**src/rtl/uart_mmio.sv**
```systemverilog
// Memory-mapped UART at 0xC004-0xC007: transmitter, receiver with a 4-entry
// receive FIFO, sticky error flags and a programmable bit-period divisor.
module uart_mmio (
    input  logic        clk,
    input  logic        rst,
    input  logic [15:0] addr,
    input  logic        we,
    input  logic        re,
    input  logic [15:0] wdata,
    output logic [15:0] rdata,
    output logic        tx,
    input  logic        rx
);

    localparam int unsigned DATA_W  = 8;
    localparam int unsigned DIV_W   = 16;
    localparam int unsigned BIT_W   = 3;
    localparam int unsigned DEPTH   = 4;
    localparam int unsigned PTR_W   = 2;
    localparam int unsigned CNT_W   = 3;
    localparam logic [DIV_W-1:0] BAUD_RST = 16'd434;

    typedef enum logic [1:0] {IDLE, START, DATA, STOP} state_t;

    // Register decode
    logic sel, wr_tx, rd_rx, wr_st, wr_baud;
    assign sel     = (addr[15:2] == 14'h3001);
    assign wr_tx   = we && sel && (addr[1:0] == 2'd0);
    assign rd_rx   = re && sel && (addr[1:0] == 2'd1);
    assign wr_st   = we && sel && (addr[1:0] == 2'd2);
    assign wr_baud = we && sel && (addr[1:0] == 2'd3);

    logic [DIV_W-1:0] baud;

    // ---------------- Transmitter ----------------
    state_t            tx_state, tx_state_d;
    logic [DIV_W-1:0]  tx_cnt, tx_cnt_d, tx_div, tx_div_d;
    logic [BIT_W-1:0]  tx_bit, tx_bit_d;
    logic [DATA_W-1:0] tx_shift, tx_shift_d;
    logic              tx_d, tx_busy;

    assign tx_busy = (tx_state != IDLE);

    always_ff @(posedge clk) begin
        if (rst) begin
            tx_state <= IDLE;
            tx_cnt   <= '0;
            tx_div   <= '0;
            tx_bit   <= '0;
            tx_shift <= '0;
            tx       <= 1'b1;
        end else begin
            tx_state <= tx_state_d;
            tx_cnt   <= tx_cnt_d;
            tx_div   <= tx_div_d;
            tx_bit   <= tx_bit_d;
            tx_shift <= tx_shift_d;
            tx       <= tx_d;
        end
    end

    // Divisor is captured at frame start so BAUD writes only affect later frames
    always_comb begin
        tx_state_d = tx_state;
        tx_cnt_d   = tx_cnt;
        tx_div_d   = tx_div;
        tx_bit_d   = tx_bit;
        tx_shift_d = tx_shift;
        tx_d       = tx;
        case (tx_state)
            IDLE: begin
                tx_d = 1'b1;
                if (wr_tx) begin
                    tx_state_d = START;
                    tx_cnt_d   = '0;
                    tx_div_d   = baud;
                    tx_bit_d   = '0;
                    tx_shift_d = wdata[7:0];
                    tx_d       = 1'b0;
                end
            end
            START: begin
                if (tx_cnt == tx_div) begin
                    tx_state_d = DATA;
                    tx_cnt_d   = '0;
                    tx_d       = tx_shift[0];
                end else begin
                    tx_cnt_d = tx_cnt + DIV_W'(1);
                end
            end
            DATA: begin
                if (tx_cnt == tx_div) begin
                    tx_cnt_d = '0;
                    if (tx_bit == BIT_W'(7)) begin
                        tx_state_d = STOP;
                        tx_d       = 1'b1;
                    end else begin
                        tx_bit_d   = tx_bit + BIT_W'(1);
                        tx_shift_d = {1'b0, tx_shift[7:1]};
                        tx_d       = tx_shift[1];
                    end
                end else begin
                    tx_cnt_d = tx_cnt + DIV_W'(1);
                end
            end
            STOP: begin
                if (tx_cnt == tx_div) begin
                    tx_state_d = IDLE;
                    tx_d       = 1'b1;
                end else begin
                    tx_cnt_d = tx_cnt + DIV_W'(1);
                end
            end
            default: tx_state_d = IDLE;
        endcase
    end

    // ---------------- Receiver ----------------
    logic [1:0]        rx_sync;
    logic              rxs, rx_prev;
    state_t            rx_state, rx_state_d;
    logic [DIV_W-1:0]  rx_cnt, rx_cnt_d, rx_div, rx_div_d, rx_half;
    logic [BIT_W-1:0]  rx_bit, rx_bit_d;
    logic [DATA_W-1:0] rx_shift, rx_shift_d;
    logic              rx_push_c, rx_ferr_c;

    assign rxs     = rx_sync[1];
    assign rx_half = DIV_W'((17'(rx_div) + 17'd1) >> 1);

    always_ff @(posedge clk) begin
        if (rst) begin
            rx_sync  <= 2'b11;
            rx_prev  <= 1'b1;
            rx_state <= IDLE;
            rx_cnt   <= '0;
            rx_div   <= '0;
            rx_bit   <= '0;
            rx_shift <= '0;
        end else begin
            rx_sync  <= {rx_sync[0], rx};
            rx_prev  <= rxs;
            rx_state <= rx_state_d;
            rx_cnt   <= rx_cnt_d;
            rx_div   <= rx_div_d;
            rx_bit   <= rx_bit_d;
            rx_shift <= rx_shift_d;
        end
    end

    // Edge-detect cycle counts as the first START clock
    always_comb begin
        rx_state_d = rx_state;
        rx_cnt_d   = rx_cnt;
        rx_div_d   = rx_div;
        rx_bit_d   = rx_bit;
        rx_shift_d = rx_shift;
        rx_push_c  = 1'b0;
        rx_ferr_c  = 1'b0;
        case (rx_state)
            IDLE: begin
                if (rx_prev && !rxs) begin
                    rx_state_d = START;
                    rx_cnt_d   = DIV_W'(1);
                    rx_div_d   = baud;
                end
            end
            START: begin
                if (rx_cnt >= rx_half) begin
                    rx_cnt_d = '0;
                    rx_bit_d = '0;
                    rx_state_d = rxs ? IDLE : DATA;
                end else begin
                    rx_cnt_d = rx_cnt + DIV_W'(1);
                end
            end
            DATA: begin
                if (rx_cnt == rx_div) begin
                    rx_cnt_d   = '0;
                    rx_shift_d = {rxs, rx_shift[7:1]};
                    if (rx_bit == BIT_W'(7)) rx_state_d = STOP;
                    else                     rx_bit_d   = rx_bit + BIT_W'(1);
                end else begin
                    rx_cnt_d = rx_cnt + DIV_W'(1);
                end
            end
            STOP: begin
                if (rx_cnt == rx_div) begin
                    rx_state_d = IDLE;
                    rx_push_c  = rxs;
                    rx_ferr_c  = !rxs;
                end else begin
                    rx_cnt_d = rx_cnt + DIV_W'(1);
                end
            end
            default: rx_state_d = IDLE;
        endcase
    end

    // ---------------- RX FIFO, flags, divisor ----------------
    logic [DATA_W-1:0] mem [DEPTH];
    logic [PTR_W-1:0]  wr_ptr, rd_ptr;
    logic [CNT_W-1:0]  count;
    logic              frm_err, rx_ovf, rx_full, rx_avail, pop, push_ok, drop;

    assign rx_full  = (count == CNT_W'(DEPTH));
    assign rx_avail = (count != '0);
    assign pop      = rd_rx && rx_avail;
    assign push_ok  = rx_push_c && (!rx_full || pop);
    assign drop     = rx_push_c && rx_full && !pop;

    always_ff @(posedge clk) begin
        if (push_ok) mem[wr_ptr] <= rx_shift;
    end

    // Status clear is applied before new events so a same-cycle event is kept
    always_ff @(posedge clk) begin
        if (rst) begin
            wr_ptr  <= '0;
            rd_ptr  <= '0;
            count   <= '0;
            frm_err <= 1'b0;
            rx_ovf  <= 1'b0;
            baud    <= BAUD_RST;
        end else begin
            if (push_ok) wr_ptr <= wr_ptr + PTR_W'(1);
            if (pop)     rd_ptr <= rd_ptr + PTR_W'(1);
            count <= count + CNT_W'(push_ok) - CNT_W'(pop);
            if (wr_st) begin
                frm_err <= 1'b0;
                rx_ovf  <= 1'b0;
            end
            if (drop)      rx_ovf  <= 1'b1;
            if (rx_ferr_c) frm_err <= 1'b1;
            if (wr_baud)   baud    <= wdata;
        end
    end

    always_comb begin
        rdata = '0;
        if (re && sel) begin
            case (addr[1:0])
                2'd1:    if (rx_avail) rdata = {8'h00, mem[rd_ptr]};
                2'd2:    rdata = {11'b0, frm_err, rx_ovf, rx_full, rx_avail, tx_busy};
                2'd3:    rdata = baud;
                default: rdata = '0;
            endcase
        end
    end

endmodule

```
**config.mk**
```make
export PLATFORM = sky130hd
export DESIGN_NAME = uart_mmio
export DESIGN_NICKNAME = d
export VERILOG_FILES = /design/src/rtl/uart_mmio.sv
export SDC_FILE = /design/constraint.sdc
export NUM_CORES = 1
export LEC_CHECK = 0
export CAP_MARGIN = 15
export CELL_PAD_IN_SITES_DETAIL_PLACEMENT = 2
export CELL_PAD_IN_SITES_GLOBAL_PLACEMENT = 2
export CORE_MARGIN = 2
export CORE_UTILIZATION = 40
export DETAILED_ROUTE_END_ITERATION = 6
export DONT_BUFFER_PORTS = 1
export PLACE_DENSITY_LB_ADDON = 0.1
export SETUP_SLACK_MARGIN = 0.02
export SYNTH_ARGS = -nofsm -noshare
export SYNTH_HDL_FRONTEND = slang
export SYNTH_SLANG_ARGS = --single-unit
```
**constraint.sdc**
```tcl
create_clock -name clk -period 3.7 [get_ports clk]
set_input_delay 0.37 -clock clk [delete_from_list [all_inputs] [get_ports clk]]
set_output_delay 0.37 -clock clk [all_outputs]
set_load 0.02 [all_outputs]
```
# After elaboration in Yosys (flattened, before gate mapping)
# Memory sizes are Yosys's and may differ from the RTL's. A register that Yosys moved wholly into a read port is not among the register bits.
# Cells that the tools add are included.
# word_totals
out_inout_bits	17
latchBits	0
wordCells	148
mem_bits_ro	0
ff_bits	119
ram_bits	32
memories	1
# mem_list
memory	words	width	rd	rd_ports_with_merged_regs	write_ports	line	rtl
mem	4	8	1	1	1	200	logic [DATA_W-1:0] mem [DEPTH];
# classes
n_bitwise	0
n_reduce_logical	35
n_mux	54
n_eq_ne	29
order_cmp	1
n_addsub	9
n_div	0
n_mul	0
shift	0
# op_table
cell	n
$mux 16	8
$pmux 16 s3	2
$pmux 16 s4	1
$add 16x1->16 const B	2
$eq 16x16->1	2
$mux 8	4
$ne 2x2->1 const B	14
$mux 2	13
$mux 3	6
$add 16x1->17 const B	1
$ge 16x16->1	1
$pmux 2 s4	2
$pmux 8 s2	1
$eq 14x14->1 const B	1
$mux 1	14
$eq 2x2->1 const B	6
$pmux 3 s2	2
$logic_and 1x1->1	11
$reduce_and 2->1	5
$reduce_and 5->1	2
$reduce_bool 2->1	5
$eq 3x3->1 const B	3
$reduce_and 4->1	2
$add 3x1->3 const B	2
other kinds (11)	18

# Logic depth before layout (Yosys ltp)
# Gate-level depths: netlist of run 1.
# depth
ltp_word	8
depth_mapped	15
depth_no_buf	13

# Worst setup path after synthesis of run 1
# Ideal clock, no wire load.
# synth_timing
path_type	reg2reg
startpoint	register rx_div[7]
endpoint	register rx_cnt[6]
stages_incl_launch_ff	15
synth_period_minus_slack_ps	3172
slack_ps	528
path_buffers	1
required_ps	3635
t_arrival_ps	3107
setup_ps	65
path_cell_list	dfxtp_1 -> and3_1 -> nand3_1 -> nor3_1 -> nand3_1 -> xor2_1 -> ha_1 -> a21o_1 -> a21o_1 -> a211o_1 -> a311oi_2 -> nand2_1 -> a31o_2 -> buf_2 -> nor2_1
# synth_between
elab_chain_len	4
# synth_lines
element	line	rtl
start: declaration	122	logic [DIV_W-1:0] rx_cnt, rx_cnt_d, rx_div, rx_div_d, rx_half;
start signal: assignment	144	rx_div <= rx_div_d;
$add 16x1->17	128	assign rx_half = DIV_W'((17'(rx_div) + 17'd1) >> 1);
$ge 16x16->1	168	if (rx_cnt >= rx_half) begin
$mux 16	168	
$pmux 16 s4	159	case (rx_state)
end signal: assignment	143	rx_cnt <= rx_cnt_d;
end: declaration	122	
# Parallel ways exist; a longest one is shown, timed or not.
# A chain may end at the register's enable or synchronous reset.

# Worst setup path in the final report of run 1
# layout_timing
startpoint	register rx_div[4]
endpoint	register rx_cnt[4]
# Same word-level chain as after synthesis.

==> qor.csv, run 1 <==
metric,value,unit
Post-Synth Adder-Cell Area,5.77,%
Post-Synthesis Cell Area,0.00751,mm^2
"Net count, final",860,
Area Overhead vs Synth,10.6,%
CTS tree,built,
CP max FO,15,
Clock transition at path regs,70,ps
Post-Synth XOR/XNOR Area,8.87,%
largest net degree at the start of global routing,89,
CP max stage delay,450,ps
Final Hold Violating Endpoints,0,
library cells used by synthesis,64,
"CP delay by family, top",compound AO/OA/AOI/OAI gates,
P per Cell Area,454,mW/mm^2
Synthesis Warnings,0,
Slew headroom,49.3,%
Die ar.,0.0199,mm^2
Die Wd,141,um
number of synthesized flops with an enable pin,32,
Clock Sinks,153,
Post-DP HPWL,15000,um
total grt overflow,0,
vias after detailed routing,5673,
Syn Inst Count,798,
htree depth,4,
Initial Util,40.4,%
CORE AREA,0.0186,mm^2
DIE HEIGHT,141,um
I/O pin count,54,
Hold WC Path Type,input port to register,
global-route wire length before repair,34000,um
CP startpoint kind,register,
Critical Path Slowest Stage Cell,dfxtp_1,
Yosys reg bits,153,
crit path kind,register to register,
Buf/Inv on CP,0,
WP data required,4050,ps
layout cells sized above 1,10.1,%
Final GP Congestion,0.840,
VDD IR-drop max,319,uV
root buffer cell,clkbuf_16,
outcome,"complete, no violations",
mux cell area share after synthesis,6.40,%
clk_lat worst skew,430,ps
RSZ-0062 raised after global routing,no,
first-pass detailed-route iteration total,4,
DR DRC count,0,
Row Count,50,
max frequency,293,MHz
GRT Total Usage,22.0,%
Fin Clk Skew,11.1,ps
arrival time at the worst endpoint,3770,ps
Synth Area in Compound Gates,9.67,%
Avg Synthesized Cell Area,9.41,um^2
vias in the first global route,6322,
number of setup violations in the final report,0,
sequential fraction of the synthesis area,45.1,%
CP Cell Sequence,nand3_1 -> or3_4 -> nor2_1 -> nand2_1 -> xor2_1 -> ha_1 -> a21o_1 -> a21o_1 -> a211o_1 -> a311oi_4 -> nand2_2 -> a31o_2 -> nor2_1,
postcts setup bufs,0,
fin. max-slew vios,0,
IO buf count,0,
Slew @ Worst Pin,757,ps
CTS buffer count,17,
"Top FF cell, synth",dfxtp_1,
Fin Setup TNS,0,ps
clock buffer depth,2,
vias per inst,5.48,
Lkg Pwr,2.99,nW
post-route cell area,0.00830,mm^2
remaining antenna violation count,0,
initial antenna violation count,0,
"FFs w/ async S/R, synth",0,%
Synth Net Count,869,
Setup crit end kind,register,
period utilization,92.3,%
DR WL/cell,20.1,um
Max-Cap Viols,0,
# diodes,0,
area of placed instances,0.00769,mm^2
Synth Area in Simple Gates,21.8,%
minimum clock period,3420,ps
largest family of logic cells by synthesized area,simple AND/OR/NAND/NOR gates,
initial DRC count,179,
Routed WL,20800,um
path summary, 6_finish.rpt:
| path | from | to | slack [ps] | cells past startpoint |
|---|---|---|---|---|
| setup / recovery | rx_div[4] | rx_cnt[4] | 280 | 13 |
| hold / removal | rst | tx_shift[3] | 20 | 1 |
| setup reg to reg | rx_div[4] | rx_cnt[4] | 280 | 13 |
| hold reg to reg | rx_sync[0] | rx_sync[1] | 450 | 1 |
cell usage in the layout, fill, tap and decap left out, types with 6 or more instances in the layout:
cell type / count
a21oi_1: 65
a22o_1: 8
and2_1: 15
and3_1: 10
clkbuf_16: 17
dfxtp_1: 121
edfxtp_1: 32
ha_1: 33
inv_1: 10
inv_6: 7
mux2_2: 8
mux2i_1: 21
mux4_2: 8
nand2_1: 142
nand2b_1: 6
nand3_1: 15
nand4_1: 15
nor2_1: 85
nor2b_1: 6
nor3_1: 7
o21ai_0: 10
or3_1: 6
xnor2_1: 32
xor2_1: 44
area by class of cell:
cell class              count  area (um^2)
fillers                  1990        10300
repair buffers              6         47.5
inverters                  10         37.5
well taps                 234          293
flip-flops and latches    153         3380
multi-input cells         601         3970
clock buffers              17          425
clock inverters            15          148
through the flow:
stage / util [%] / power (mW) / worst slack [ps] / std cells / hold slack [ps]
finish: 44.7 / 3.77 / 285 / 1036 / 24.1
global route: 44.7 / 3.92 / 33.1 / 1036 / 12.0
CTS: 44.5 / 3.83 / 166 / 1036 / 1.10
detailed placement: 41.4 / 2.10 / 188 / 1003 / 435
global placement: 41.4 / 2.08 / 425 / 1003 / 403
floorplan: - / 2.04 / 528 / 798 / 389
layer usage:
metal | wire (um) | up-vias | GRT usage [%]
met5 | 0 | - | 0
met4 | 384 | 0 | 7.58
met3 | 791 | 26 | 4.62
met2 | 10500 | 99 | 39.0
met1 | 9100 | 2812 | 26.6
li1 | - | 2736 | -
cell families after synthesis:
logic type / after synthesis
fa+ha+maj: 34
mux: 37
simple gates: 342
xor+xnor: 76
buf+inv: 44
flops: 153
compound gates: 112
flip-flops by register name (all words and copies together), names as in the netlist, 2 cells and up, named ones only:
signal,cells
baud,16
count,3
mem,32
rd_ptr,2
rx_bit,3
rx_cnt,16
rx_div,16
rx_shift,8
rx_sync,2
tx_bit,3
tx_cnt,16
tx_div,16
tx_shift,8
tx_state,2
wr_ptr,2
where the power goes:
| group | total (mW) | internal, mW | leakage, nW | switching, mW |
|---|---|---|---|---|
| combinational | 0.303 | 0.119 | 1.44 | 0.184 |
| sequential | 1.76 | 1.73 | 1.27 | 0.0321 |
| clock | 1.71 | 0.899 | 0.281 | 0.811 |
| total | 3.77 | 2.74 | 2.99 | 1.03 |
synth_stat cells (15+ instances only):
| master | number | area, um^2 |
|---|---|---|
| edfxtp_1 | 32 | 961 |
| xnor2_1 | 32 | 280 |
| nand4_1 | 15 | 93.8 |
| ha_1 | 33 | 413 |
| dfxtp_1 | 121 | 2420 |
| xor2_1 | 44 | 385 |
| mux2i_1 | 21 | 210 |
| a21oi_1 | 65 | 325 |
| clkbuf_1 | 23 | 86.3 |
| and2_1 | 15 | 93.8 |
| nand2_1 | 143 | 537 |
| nor2_1 | 85 | 319 |
| nand3_1 | 15 | 75.1 |
repair_timing:
| action | in CTS | in global routing |
|---|---|---|
| endpoints found under the hold margin | 5 | 0 |
| gates resized for setup | 0 | 5 |
| setup endpoints to repair | 0 | 16 |
| hold buffers | 1 | 0 |
Note: power is estimated with default switching activity, not from simulation.
==> run 2: changes to the inputs <==
--- a/config.mk
+++ b/config.mk
@@ -13,7 +13,9 @@
 export DETAILED_ROUTE_END_ITERATION = 6
 export DONT_BUFFER_PORTS = 1
 export PLACE_DENSITY_LB_ADDON = 0.1
+export REMOVE_ABC_BUFFERS = 1
 export SETUP_SLACK_MARGIN = 0.02
+export SKIP_CTS_REPAIR_TIMING = 1
 export SYNTH_ARGS = -nofsm -noshare
 export SYNTH_HDL_FRONTEND = slang
 export SYNTH_SLANG_ARGS = --single-unit
==> run 2 against run 1 <==
Net effect:
- the run now ends with negative hold slack left
- clock-buffer cell count is the same
- hold slack worse by 24 ps
- fmax down 0.54%
==> qor.csv, run 2 (synthesized netlist as in run 1, its figures left out) <==
metric,value,unit,change
"CP delay by family, top",compound AO/OA/AOI/OAI gates,,
Worst path depth,13,,unchanged
clock buffer depth,2,,unchanged
VDD IR-drop max,349,uV,+9.3%
Switch Pwr,1.01,mW,-2.1%
CTS tree,built,,
DR WL/cell,20.3,um,+1.1%
Setup crit end kind,register,,
htree depth,4,,unchanged
root buffer cell,clkbuf_16,,
GRT Total Usage,22.2,%,+0.21 points
minimum clock period,3430,ps,+18.7 ps
CTS buffer count,17,,unchanged
P per Cell Area,464,mW/mm^2,+2.1%
Non-Filler Instances,1038,,+0.19%
global-route wire length before repair,34300,um,+0.69%
Multi-input gate area,0.00396,mm^2,-0.16%
Fin Clk Skew,10.8,ps,-0.314 ps
CP Cell Sequence,and3_1 -> nand3_1 -> nor3_1 -> nand3_1 -> xor2_1 -> ha_1 -> a21o_1 -> a21o_1 -> a211o_1 -> a311oi_4 -> nand2_2 -> a31o_4 -> nor2_1,,
worst reg2reg path endpoint,rx_cnt[1],,
Slew @ Worst Pin,663,ps,-94.2 ps
most frequent cells in the layout,"142 x nand2_1, 121 x dfxtp_1, 85 x nor2_1",,
arrival time at the worst endpoint,3800,ps,+30 ps
total grt overflow,0,,unchanged
Die ar.,0.0199,mm^2,unchanged
clock power share,46.8,%,+1.4 points
Routed WL,21100,um,+1.3%
layout cells sized above 1,9.83,%,-0.27 points
vias per inst,5.43,,-0.79%
internal power,2.87,mW,+4.5%
Area Overhead vs Synth,11.2,%,
CORE AREA,0.0186,mm^2,unchanged
DIE HEIGHT,141,um,unchanged
clk_lat worst skew,440,ps,about the same
hold depth,1,,unchanged
number of setup violations in the final report,0,,unchanged
CP startpoint,rx_div[7],,
worst setup margin,266,ps,-18.7 ps
"Net count, final",862,,+0.23%
Cells after DPL,1004,,+0.10%
Initial Util,40.4,%,unchanged
pre-CTS WS,204,ps,+15.3 ps
initial DRC count,196,,+9.5%
failing checks,negative hold slack,,
hold slack,-0.0802,ps,-24.1 ps
Final Hold Violating Endpoints,1,,+1
R2R Path Start,rx_div[7],,
Lkg Pwr,3.01,nW,+0.77%
IO buf count,0,,unchanged
initial antenna violation count,0,,unchanged
"commonest non-fill, non-tap cell in the layout",nand2_1,,
vias in the first global route,6243,,-1.2%
period utilization,92.8,%,+0.51 points
crit path capture,rx_cnt[1],,
Slew headroom,55.6,%,+6.3 points
first-pass detailed-route iteration total,4,,unchanged
worst reg2reg path depth,13,,unchanged
CP startpoint kind,register,,
max frequency,291,MHz,-0.54%
Critical Path Slowest Stage Cell,dfxtp_1,,
Biggest register,mem,,
CP max stage delay,450,ps,about the same
Flop pwr share,45.4,%,-1.2 points
Clock transition at path regs,60,ps,about the same
Clock Sinks,153,,unchanged
Max-Cap Viols,0,,unchanged
crit path kind,register to register,,
Buf/Inv on CP,0,,unchanged
DR DRC count,0,,unchanged
RSZ-0062 raised after global routing,no,,
combinational share of power,7.8,%,-0.2 points
I/O pin count,54,,unchanged
Reg area,0.00338,mm^2,unchanged
vias after detailed routing,5639,,-0.60%
outcome,"finished, violations left",,
flip-flop count of the largest register after layout,32,,unchanged
Final GP Congestion,0.845,,+0.52%
# diodes,0,,unchanged
Row Count,50,,unchanged
fin. max-slew vios,0,,unchanged
remaining antenna violation count,0,,unchanged
Hold WC Path Type,input port to register,,
WP data required,4070,ps,+20 ps
Die Wd,141,um,unchanged
largest net degree at the start of global routing,93,,+4.5%
Post-DP HPWL,14900,um,-0.61%
Fin Setup TNS,0,ps,unchanged
R2R setup slack,270,ps,-20 ps
CP max FO,15,,unchanged
switching share of power,26.0,%,-1.3 points
Power Total,3.87,mW,+2.7%
fill count,1973,,-0.85%
## run 2: worst register-to-register path: cells and delay by family, from the launching register on
kind	cells	cell delay [ps]
AOI/OAI and AO/OA	5	1350
DFF	1	450
xor gates and xnor gates	1	180
adders and majority gates	1	310
and+or+nand+nor	6	1090
## run 2: layer usage
metal | wire length, um | global-route usage [%] | vias up
li1 | - | - | 2740
met1 | 9240 | 26.3 | 2797
met2 | 10700 | 39.9 | 76
met3 | 766 | 5.13 | 26
met4 | 380 | 6.95 | 0
met5 | 0 | 0 | -
## run 2: per-stage QoR
| stage | util (%) | area [um^2] | hold WS [ps] |
|---|---|---|---|
| 6_report | 44.9 | 8340 | -0.0802 |
| 5_1_grt | 44.9 | 8340 | 2.34 |
| 3_3_place_gp | 41.4 | 7700 | 392 |
| 3_5_place_dp | 41.4 | 7700 | 399 |
| 4_1_cts | 44.7 | 8300 | -8.13 |
| 2_1_floorplan | - | 7360 | 389 |
## run 2: how the worst min path moves through the flow
stage                             end        from  slack, ps
after global placement     rx_sync[1]  rx_sync[0]        390
after detailed placement   rx_sync[1]  rx_sync[0]        400
after CTS                 rx_shift[5]         rst         -8
after floorplan            rx_sync[1]  rx_sync[0]        390
after global routing        wr_ptr[0]         rst          2
final                       wr_ptr[0]         rst      -0.08
## run 2: layout make-up
type	instances	share of cell area, %
well taps	234	3.51
multi-input cells	601	47.5
flip-flops and latches	153	40.5
clock buffers	17	5.10
clock inverters	15	2.14
repair buffers	8	0.780
inverters	10	0.450
## run 2: power by group through the flow
stage               Combinational [mW]  Sequential (mW)  Clock, mW
detailed placement               0.296             1.80          0
floorplan                        0.226             1.79          0
CTS                              0.300             1.76       1.85
global route                     0.336             1.76       1.90
global placement                 0.285             1.79          0
finish                           0.300             1.76       1.81
==> run 3: changes to the inputs <==
--- a/config.mk
+++ b/config.mk
@@ -9,13 +9,15 @@
 export CELL_PAD_IN_SITES_DETAIL_PLACEMENT = 2
 export CELL_PAD_IN_SITES_GLOBAL_PLACEMENT = 2
 export CORE_MARGIN = 2
-export CORE_UTILIZATION = 40
+export CORE_UTILIZATION = 38
 export DETAILED_ROUTE_END_ITERATION = 6
 export DONT_BUFFER_PORTS = 1
+export MAX_ROUTING_LAYER = met4
 export PLACE_DENSITY_LB_ADDON = 0.1
 export REMOVE_ABC_BUFFERS = 1
 export SETUP_SLACK_MARGIN = 0.02
 export SKIP_CTS_REPAIR_TIMING = 1
+export SLEW_MARGIN = 30
 export SYNTH_ARGS = -nofsm -noshare
 export SYNTH_HDL_FRONTEND = slang
 export SYNTH_SLANG_ARGS = --single-unit
==> run 3 against run 2 <==
Net effect:
- the run now ends clean
- register-to-register slack about the same
- critical endpoint is now rx_cnt[13]
- critical path depth unchanged
- clock skew increased by 1.4 ps
- clock power decreased by 3%
- combinational power about the same
- sequential share of layout area about the same
==> qor.csv, run 3 (synthesized netlist as in run 1, its figures left out) <==
metric,value,unit,change
DR DRC count,0,,unchanged
met2 WL,10700,um,-0.47%
period utilization,92.5,%,-0.33 points
vias in the first global route,6341,,+1.6%
Slew headroom,51.8,%,-3.8 points
Max-Cap Viols,0,,unchanged
initial antenna violation count,0,,unchanged
"Net count, final",861,,-0.12%
clock power share,46.0,%,-0.8 points
initial DRC count,134,,-32%
global-route wire length before repair,33900,um,-0.97%
Row Count,51,,+2.0%
R2R Path Start,rx_div[2],,
met3 routed WL,689,um,-10%
CORE AREA,0.0194,mm^2,+4.4%
vias per inst,5.29,,-2.6%
Switch Pwr,1.05,mW,+4.8%
Flop pwr share,46.2,%,+0.8 points
combinational share of power,7.9,%,about the same
first-pass detailed-route iteration total,4,,unchanged
CP startpoint kind,register,,
vias after detailed routing,5654,,+0.27%
hold path startpoint,rst,,
CTS buffer count,17,,unchanged
hold slack,5.71,ps,+5.79 ps
I/O pin count,54,,unchanged
pre-CTS WS,133,ps,-70.5 ps
max frequency,292,MHz,+0.35%
Top Layer Used,met4,,
fin. max-slew vios,0,,unchanged
CP max FO,15,,unchanged
DIE HEIGHT,145,um,+2.5%
remaining antenna violation count,0,,unchanged
M1 WL,9130,um,-1.3%
arrival time at the worst endpoint,3780,ps,-20 ps
"commonest non-fill, non-tap cell in the layout",nand2_1,,
DR WL/cell,19.4,um,-4.6%
crit path kind,register to register,,
CP startpoint,rx_div[2],,
Initial Util,38.7,%,-1.7 points
Post-DP HPWL,15000,um,+0.99%
clk_lat worst skew,430,ps,about the same
WP data required,4060,ps,about the same
clock buffer depth,2,,unchanged
Area Overhead vs Synth,11.2,%,about the same
outcome,"complete, no violations",,
Routed WL,20700,um,-1.8%
Fin Clk Skew,12.2,ps,+1.44 ps
most frequent cells in the layout,"142 x nand2_1, 121 x dfxtp_1, 85 x nor2_1",,
Final Hold Violating Endpoints,0,,-1
worst setup margin,278,ps,+12.1 ps
layout cells sized above 1,9.96,%,+0.14 points
internal power,2.76,mW,-3.8%
root buffer cell,clkbuf_16,,
largest net degree at the start of global routing,93,,unchanged
P per Cell Area,456,mW/mm^2,-1.7%
switching share of power,27.7,%,+1.7 points
Lkg Pwr,3.01,nW,-0.25%
# diodes,0,,unchanged
flip-flop count of the largest register after layout,32,,unchanged
Hold WC Path Type,input port to register,,
Slew @ Worst Pin,720,ps,+56.7 ps
Fin Setup TNS,0,ps,unchanged
VDD IR-drop max,330,uV,-5.4%
Final GP Congestion,0.824,,-2.5%
total grt overflow,0,,unchanged
Clock Sinks,153,,unchanged
Die ar.,0.0209,mm^2,+5.1%
CTS tree,built,,
Die Wd,145,um,+2.5%
Setup crit end kind,register,,
fin util,43.0,%,-1.9 points
Biggest register,mem,,
IO buf count,0,,unchanged
Clock transition at path regs,70,ps,about the same
htree depth,4,,unchanged
RSZ-0062 raised after global routing,no,,
number of setup violations in the final report,0,,unchanged
GRT Total Usage,21.8,%,-0.43 points
minimum clock period,3420,ps,-12.1 ps
==> run 3: cell types whose count changed in the layout (fill, tap and decap cells not counted), sizes merged <==
cell	delta
inv	+4
bufinv	-2
clkinvlp	-2
dlygate4sd3	-1
==> run 3: through the flow <==
stage,total power [mW],cell area (um^2),instances
2_1_floorplan,2.01,7360,764
3_3_place_gp,2.08,7740,1035
3_5_place_dp,2.10,7740,1035
4_1_cts,3.86,8320,1067
5_1_grt,3.96,8350,1068
6_report,3.81,8350,1068
==> run 3: worst max-delay path, stage by stage, from the launching register on <==
cell and delay, ps:
dfxtp_1 440, nand3_1 180, or3_1 460, nor2_1 170, nand2_1 80, xor2_1 150
ha_1 200, a21o_1 190, a21o_1 170, a211o_1 290, a311oi_2 390, nand2_2 170
a31o_4 320, nor2_1 150
==> run 3: path summary, 6_finish.rpt <==
kind,depth (start not counted),end,slack (ps)
setup / recovery,13,rx_cnt[13],280
hold / removal,1,rx_ovf,6
setup reg to reg,13,rx_cnt[13],280
hold reg to reg,1,rx_sync[1],430
==> run 3: area by class of cell <==
type                            count  area [um^2]
Clock buffer                       17          425
Clock inverter                     15          161
Fill cell                        2153        11000
Inverter                           10         37.5
Multi-Input combinational cell    601         3960
Sequential cell                   153         3380
Tap cell                          265          332
Timing Repair Buffer                7         55.1
==> run 3: power groups by stage <==
| stage | Sequential [mW] | Clock, mW | Combinational (mW) |
|---|---|---|---|
| after floorplan | 1.79 | 0 | 0.226 |
| after global placement | 1.79 | 0 | 0.285 |
| after detailed placement | 1.80 | 0 | 0.300 |
| after CTS | 1.76 | 1.80 | 0.304 |
| after global routing | 1.76 | 1.85 | 0.341 |
| final | 1.76 | 1.75 | 0.300 |
==> run 3: layer usage <==
metal / up-vias / GRT usage (%)
met5: - / -
met4: 0 / 5.88
met3: 18 / 4.40
met2: 64 / 38.0
met1: 2833 / 25.6
li1: 2739 / -
